$ cat src/rtl/pipe_hazard_unit.sv
`timescale 1ns/1ps
// Hazard and forwarding controller: a scoreboard of in-flight register writers from EX to WB
// drives per-operand forwarding selects and the load-use stall for the decode stage.
module pipe_hazard_unit #(
    parameter int ABITS   = 3,
    parameter int STAGES  = 2,
    parameter int NSRC    = 2,
    parameter int LDLAT   = 2,
    parameter int ZEROREG = 0,
    parameter int CNTBITS = 16
) (
    input  logic                    CLK,
    input  logic                    RESET,
    input  logic                    ISSUE_VALID,
    input  logic                    ISSUE_WE,
    input  logic [ABITS-1:0]        ISSUE_WREGNO,
    input  logic                    ISSUE_ISLOAD,
    input  logic [NSRC-1:0]         SRC_VALID,
    input  logic [NSRC*ABITS-1:0]   SRC_REGNO,
    input  logic                    FLUSH,
    output logic                    STALL,
    output logic [NSRC*3-1:0]       FWDSEL,
    output logic [CNTBITS-1:0]      STALLCNT
);

    // Issue handshake: the decode slot is accepted into stage 1 on a posedge
    // where ISSUE_VALID & ~STALL & ~FLUSH; every other cycle inserts a bubble.
    logic [STAGES:1]    vld_q, vld_d;
    logic [STAGES:1]    we_q, we_d;
    logic [STAGES:1]    ld_q, ld_d;
    logic [ABITS-1:0]   rn_q [1:STAGES];
    logic [ABITS-1:0]   rn_d [1:STAGES];
    logic [CNTBITS-1:0] cnt_q, cnt_d;
    logic [NSRC-1:0]    hazard;

    // Scan oldest to youngest so the youngest matching writer overrides the rest.
    always_comb begin
        FWDSEL = '0;
        hazard = '0;
        for (int s = 0; s < NSRC; s++) begin
            for (int k = STAGES; k >= 1; k--) begin
                if (SRC_VALID[s] && vld_q[k] && we_q[k] &&
                    (rn_q[k] == SRC_REGNO[s*ABITS +: ABITS]) &&
                    !((ZEROREG != 0) && (rn_q[k] == '0))) begin
                    FWDSEL[s*3 +: 3] = 3'(k);
                    hazard[s]        = ld_q[k] && (k < LDLAT);
                end
            end
        end
        STALL = ISSUE_VALID && !FLUSH && (|hazard);
    end

    always_comb begin
        vld_d = vld_q;
        we_d  = we_q;
        ld_d  = ld_q;
        rn_d  = rn_q;
        for (int k = STAGES; k >= 2; k--) begin
            vld_d[k] = vld_q[k-1];
            we_d[k]  = we_q[k-1];
            ld_d[k]  = ld_q[k-1];
            rn_d[k]  = rn_q[k-1];
        end
        vld_d[1] = ISSUE_VALID && !STALL && !FLUSH;
        we_d[1]  = ISSUE_WE;
        ld_d[1]  = ISSUE_ISLOAD;
        rn_d[1]  = ISSUE_WREGNO;
        cnt_d    = cnt_q;
        if (STALL && (cnt_q != '1)) begin
            cnt_d = cnt_q + CNTBITS'(1);
        end
    end

    always_ff @(posedge CLK or posedge RESET) begin
        if (RESET) begin
            vld_q <= '0;
            we_q  <= '0;
            ld_q  <= '0;
            cnt_q <= '0;
            for (int k = 1; k <= STAGES; k++) begin
                rn_q[k] <= '0;
            end
        end else begin
            vld_q <= vld_d;
            we_q  <= we_d;
            ld_q  <= ld_d;
            cnt_q <= cnt_d;
            for (int k = 1; k <= STAGES; k++) begin
                rn_q[k] <= rn_d[k];
            end
        end
    end

    assign STALLCNT = cnt_q;

endmodule

$ cat config.mk
export PLATFORM = sky130hd
export DESIGN_NAME = pipe_hazard_unit
export DESIGN_NICKNAME = d
export VERILOG_FILES = /design/src/rtl/pipe_hazard_unit.sv
export SDC_FILE = /design/constraint.sdc
export NUM_CORES = 1
export LEC_CHECK = 0
export CAP_MARGIN = 20
export CORE_MARGIN = 3
export CORE_UTILIZATION = 45
export DETAILED_ROUTE_END_ITERATION = 16
export MAX_ROUTING_LAYER = met4
export PLACE_DENSITY_LB_ADDON = 0.08
export SLEW_MARGIN = 20
export SYNTH_ARGS = -nofsm -noshare
export SYNTH_HDL_FRONTEND = slang
export SYNTH_SLANG_ARGS = --single-unit
$ cat constraint.sdc
create_clock -name CLK -period 4.55 [get_ports CLK]
set_clock_uncertainty 0.2 [all_clocks]
set_input_delay 1.365 -clock CLK [delete_from_list [all_inputs] [get_ports CLK]]
set_output_delay 1.365 -clock CLK [all_outputs]
set_load 0.005 [all_outputs]
# After elaboration in Yosys (flattened, before gate mapping)
# Cells that the tools add are included.
# totals
reg_bits,27
latchBits,0
mem_bits_rw,0
romBits,0
inputBits,17
output_inout_bits,23
elab_cells,38
mem_count,0
# classes
addsub,1
mul,0
div_mod_pow,0
order_cmp,0
n_eq_ne,5
n_shift,0
mux,6
n_bitwise,0
reduce_logical,20
# ops
op,count
1-bit logical AND,17
"16-bit by 1-bit adder with 16-bit output, second input constant",1
"16-bit inequality test, second input constant",1
3-bit equality test,4
2-bit 2-to-1 mux,4
1-bit logical NOT,2
1-bit 2-to-1 mux,2
2-bit OR reduction,1

# Logic depth before layout (Yosys ltp)
# depth
depth_word,9
ltp_mapped,6
mapped_depth_nobuf,6

# Worst setup path after synthesis
# OpenSTA, ideal clock, no wires.
# synth_timing
kind,input -> output
from,input SRC_REGNO[2]
to,output STALL
arrival_time_ps,2229
required_ps,2985
path_slack_ps,756
path_stages,4
n_path_buf,0
path_cell_list,xor2_1 -> nor4_4 -> o211ai_4 -> clkinv_2
# synth_between
elab_chain_len,5
# synth_lines
element,line,rtl
start: declaration,19,"input logic [NSRC*ABITS-1:0] SRC_REGNO,"
3-bit equality test,43,(rn_q[k] == SRC_REGNO[s*ABITS +: ABITS]) &&
1-bit logical AND,42,if (SRC_VALID[s] && vld_q[k] && we_q[k] &&
1-bit 2-to-1 mux,42,
2-bit OR reduction,50,STALL = ISSUE_VALID && !FLUSH && (|hazard);
1-bit logical AND,50,
end: declaration,21,"output logic STALL,"
# Every way passes these cells.

# Worst setup path after layout
# layout_timing
from,input SRC_VALID[1]
to,output FWDSEL[3]
# layout_between
elab_chain_len,4
# layout_lines
element,line,rtl
start: declaration,18,"input logic [NSRC-1:0] SRC_VALID,"
1-bit logical AND (3 in a row),42,
2-bit 2-to-1 mux,42,
end: declaration,22,"output logic [NSRC*3-1:0] FWDSEL,"
# Every way passes these cells.

==> run_results.csv <==
group,metric,value,unit
outcome,status,"finished, final reports clean",
setup_path,r2r_slack,2.14,ns
global_routing,grt.busiest_layer,"met2",
setup_path,r2r_start,"rn_d[2]$_DFF_PP0_",
sta,period_minus_slack,4.457,ns
clock_network,cts_root_buffer,"clkbuf_4",
setup_path,cp_cell_sequence,"clkdlybuf4s50_1 -> nand3_2 -> nor4_4 -> clkdlybuf4s50_1",
global_routing,grt_use_total,17.91,%
layout,final_area,0.001867,mm^2
global_routing,grtUsageMet3,5.184,%
synthesis,synth_top_cells_by_area,"dfrtp_1, xor2_1, xnor2_1",
setup_path,cpMostUsedCell,"clkdlybuf4s50_1",
layout,finish.utilization,71.46,%
drt,detail-route-antenna-nets,0,
power_and_ir_drop,ir_drop,0.0001898,V
clock_network,cts_sinks,27,
floorplan,core_area,0.002613,mm^2
synthesis,avgSynthCellArea,11.75,um^2
global_routing,antenna_found_initial,0,
global_routing,overflow,0,
sta,worstMarginPinSlew,0.9314,ns
drt,drc_errors,0,
floorplan,die_width,59.83,um
synthesis,synth_top_area_cell,"dfrtp_1",
layout,diodes,0,
setup_path,crit_fanout,3,
min_path,hold_path.class,"flip-flop to flip-flop",
power_and_ir_drop,netSwitchingPower,98.26,uW
power_and_ir_drop,p_int,307.2,uW
setup_path,crit_type,"input port to primary output",
clock_network,htree_levels,1,
power_and_ir_drop,power_frac_comb,11.7,%
sta,setup_violations,0,
global_routing,grt_max_degree,28,
layout,drive_gt1_share,19.14,%
setup_path,worst_r2r_endpoint,"STALLCNT[12]$_DFFE_PP0P_",
power_and_ir_drop,power_density,217.2,mW/mm^2
power_and_ir_drop,pwr-share-clk,25.7,%
sta,final_max_slew_viol_count,0,
place,gp_congestion,0.7964,
clock_network,path_clk_slew,0.14,ns
power_and_ir_drop,seqPwrFrac,62.6,%
setup_path,r2r_cells,7,
clock_network,cts_tree,"yes",
drt,viasPerCell,5.125,
drt,totalWireLength,2787,um
layout,final_nets,181,
layout,syn_to_final_growth,43.19,%
min_path,hold_start,"vld_q[1]$_DFF_PP0_",
drt,post_drt_wl_per_cell,14.52,um
layout,fillers,189,
min_path,min_to,"vld_q[2]$_DFF_PP0_",
sta,hold_viol_final,0,
global_routing,grt_pass1_vias,978,
power_and_ir_drop,p_leak,0.8219,nW
sta,relSlewSlack,37.52,%
setup_path,slowest_stage,"clkdlybuf4s50_1",
place,dp_cells,186,
synthesis,synth_top_cell_area_share,51.82,%
power_and_ir_drop,switching_share,24.24,%
clock_network,hold_buffers,0,
global_routing,grt_pass1_wl,4588,um
place,dpl_cell_area,0.001768,mm^2
place,port_buffers,37,
sta,min_period_over_period,97.96,%
place,dp_hpwl,2031,um
synthesis,synth_area,0.001304,mm^2
floorplan,rows,18,
sta,holdWs,0.2597,ns
global_routing,met1_usage,22.96,%
clock_network,clk_latency,0.33,ns
setup_path,cp-end-kind,"primary output",
floorplan,start_util,49.90,%
layout,fin_cells,192,
synthesis,yosysWarningCount,0,
drt,detailedRoute.firstPassIterationCount,4,
synthesis,ys_ff_latch,27,
sta,max_freq,224.4,MHz
floorplan,die_area,0.003579,mm^2
global_routing,grtUsageMet2,28.70,%
setup_path,cp_slowest_stage_delay,0.58,ns
synthesis,syn_inst,111,
min_path,holdPathStages,0,
drt,drt_iter0_drc,20,
floorplan,dieHeight,59.83,um
setup_path,crit_arrival,2.89,ns
setup_path,worstPathRequired,2.98,ns
synthesis,ys_seq_area_share,51.82,%
synthesis,ys_types,26,
clock_network,cts_buffer_depth,2,
sta,tns,0,ns
clock_network,cts-buffers-inserted,3,
drt,vias,984,
floorplan,io_pins,40,
job,drv_cap,0,
sta,rsz0062_at_grt,"false",
setup_path,crit_path_start_kind,"input port",
## cell families (layout without fill, tap and decap cells)
family | after synthesis | count (layout) | share of synthesized area [%]
compound gates | 4 | 4 | 3.359
xor+xnor | 26 | 26 | 17.47
fa+ha+maj | 1 | 1 | 0.9595
buf+inv | 5 | 55 | 2.111
flops | 27 | 27 | 51.82
mux | 2 | 2 | 1.727
other cells | 1 | 2 | 0.2876
simple gates | 45 | 45 | 22.27
## worst max-delay path: cells and delay by family
kind,cells,cell delay (ns)
buffers and inverters,2,1.08
AND/OR/NAND/NOR,2,0.45
## metrics by stage
stage / worst slack [ns] / power (mW)
global route: 0.02350 / 0.4237
finish: 0.09275 / 0.4054
floorplan: 0.7560 / 0.2751
detailed placement: -0.1754 / 0.3017
CTS: -0.05019 / 0.4060
global placement: -0.1406 / 0.3006
## metal layers
metal  routed length (um)  part of all wire (%)
met5                    0                     0
met4                   11                  0.39
met3                  135                   4.8
met2                 1359                    49
met1                 1280                    46
## synthesized netlist by cell type, drive strengths merged
cell type and number:
a211o 1, a21oi 1, and2 1, and3 3, and4 1, buf 2
clkinv 1, conb 1, dfrtp 27, ha 1, inv 2, mux2 2
nand2 6, nand3 13, nand4 4, nor2 2, nor2b 1, nor3 6
nor3b 1, nor4 7, o211ai 1, o21ai 1, xnor2 8, xor2 18
## sequential cells by signal, summed over array words and instances, names as in the netlist
signal,flops
STALLCNT,16
ld_q,1
rn_d,3
rn_q,3
vld_q,2
we_q,2
## worst max-delay path by stage
stage / startpoint / to / slack (ns) / cells after the start
floorplan: SRC_REGNO[2] / STALL / 0.76 / 4
global placement: SRC_REGNO[2] / STALL / -0.14 / 6
detailed placement: SRC_REGNO[4] / FWDSEL[4] / -0.18 / 5
CTS: SRC_REGNO[4] / FWDSEL[4] / -0.05 / 5
global route: SRC_REGNO[2] / FWDSEL[1] / 0.02 / 6
finish: SRC_VALID[1] / FWDSEL[3] / 0.09 / 4
## cell type report
class / instances / area [um^2] / area share (%)
flip-flops and latches: 27 / 675.6 / 36.19
multi-input cells: 80 / 664.4 / 35.59
repair buffers: 48 / 450.4 / 24.13
well taps: 30 / 37.54 / 2.011
clock buffers: 4 / 26.28 / 1.408
inverters: 3 / 12.51 / 0.6702
## timing repair
action,CTS,global route
setup endpoints to repair,5,2
setup buffers,2,0
resized for setup,12,2
pin swaps,3,2
## power groups by stage
stage	registers [mW]	logic, mW	clock network, mW
global route	0.255	0.0523	0.116
floorplan	0.256	0.0193	0
CTS	0.254	0.0471	0.105
finish	0.254	0.0475	0.104
detailed placement	0.257	0.0445	0
global placement	0.257	0.0437	0
## cells in the final DEF (no fill, tap or decap), types with 3 or more instances in the layout
cell type         n
buf_4            11
nor3_1            6
nor4_2            5
dlygate4sd2_1     4
xnor2_1           8
clkbuf_4          3
nand3_1          11
xor2_2            5
clkdlybuf4s50_1  32
xor2_1           13
nand4_1           4
dfrtp_1          27
nand2_1           6
and3_1            3
(Power assumes the default switching activity.)
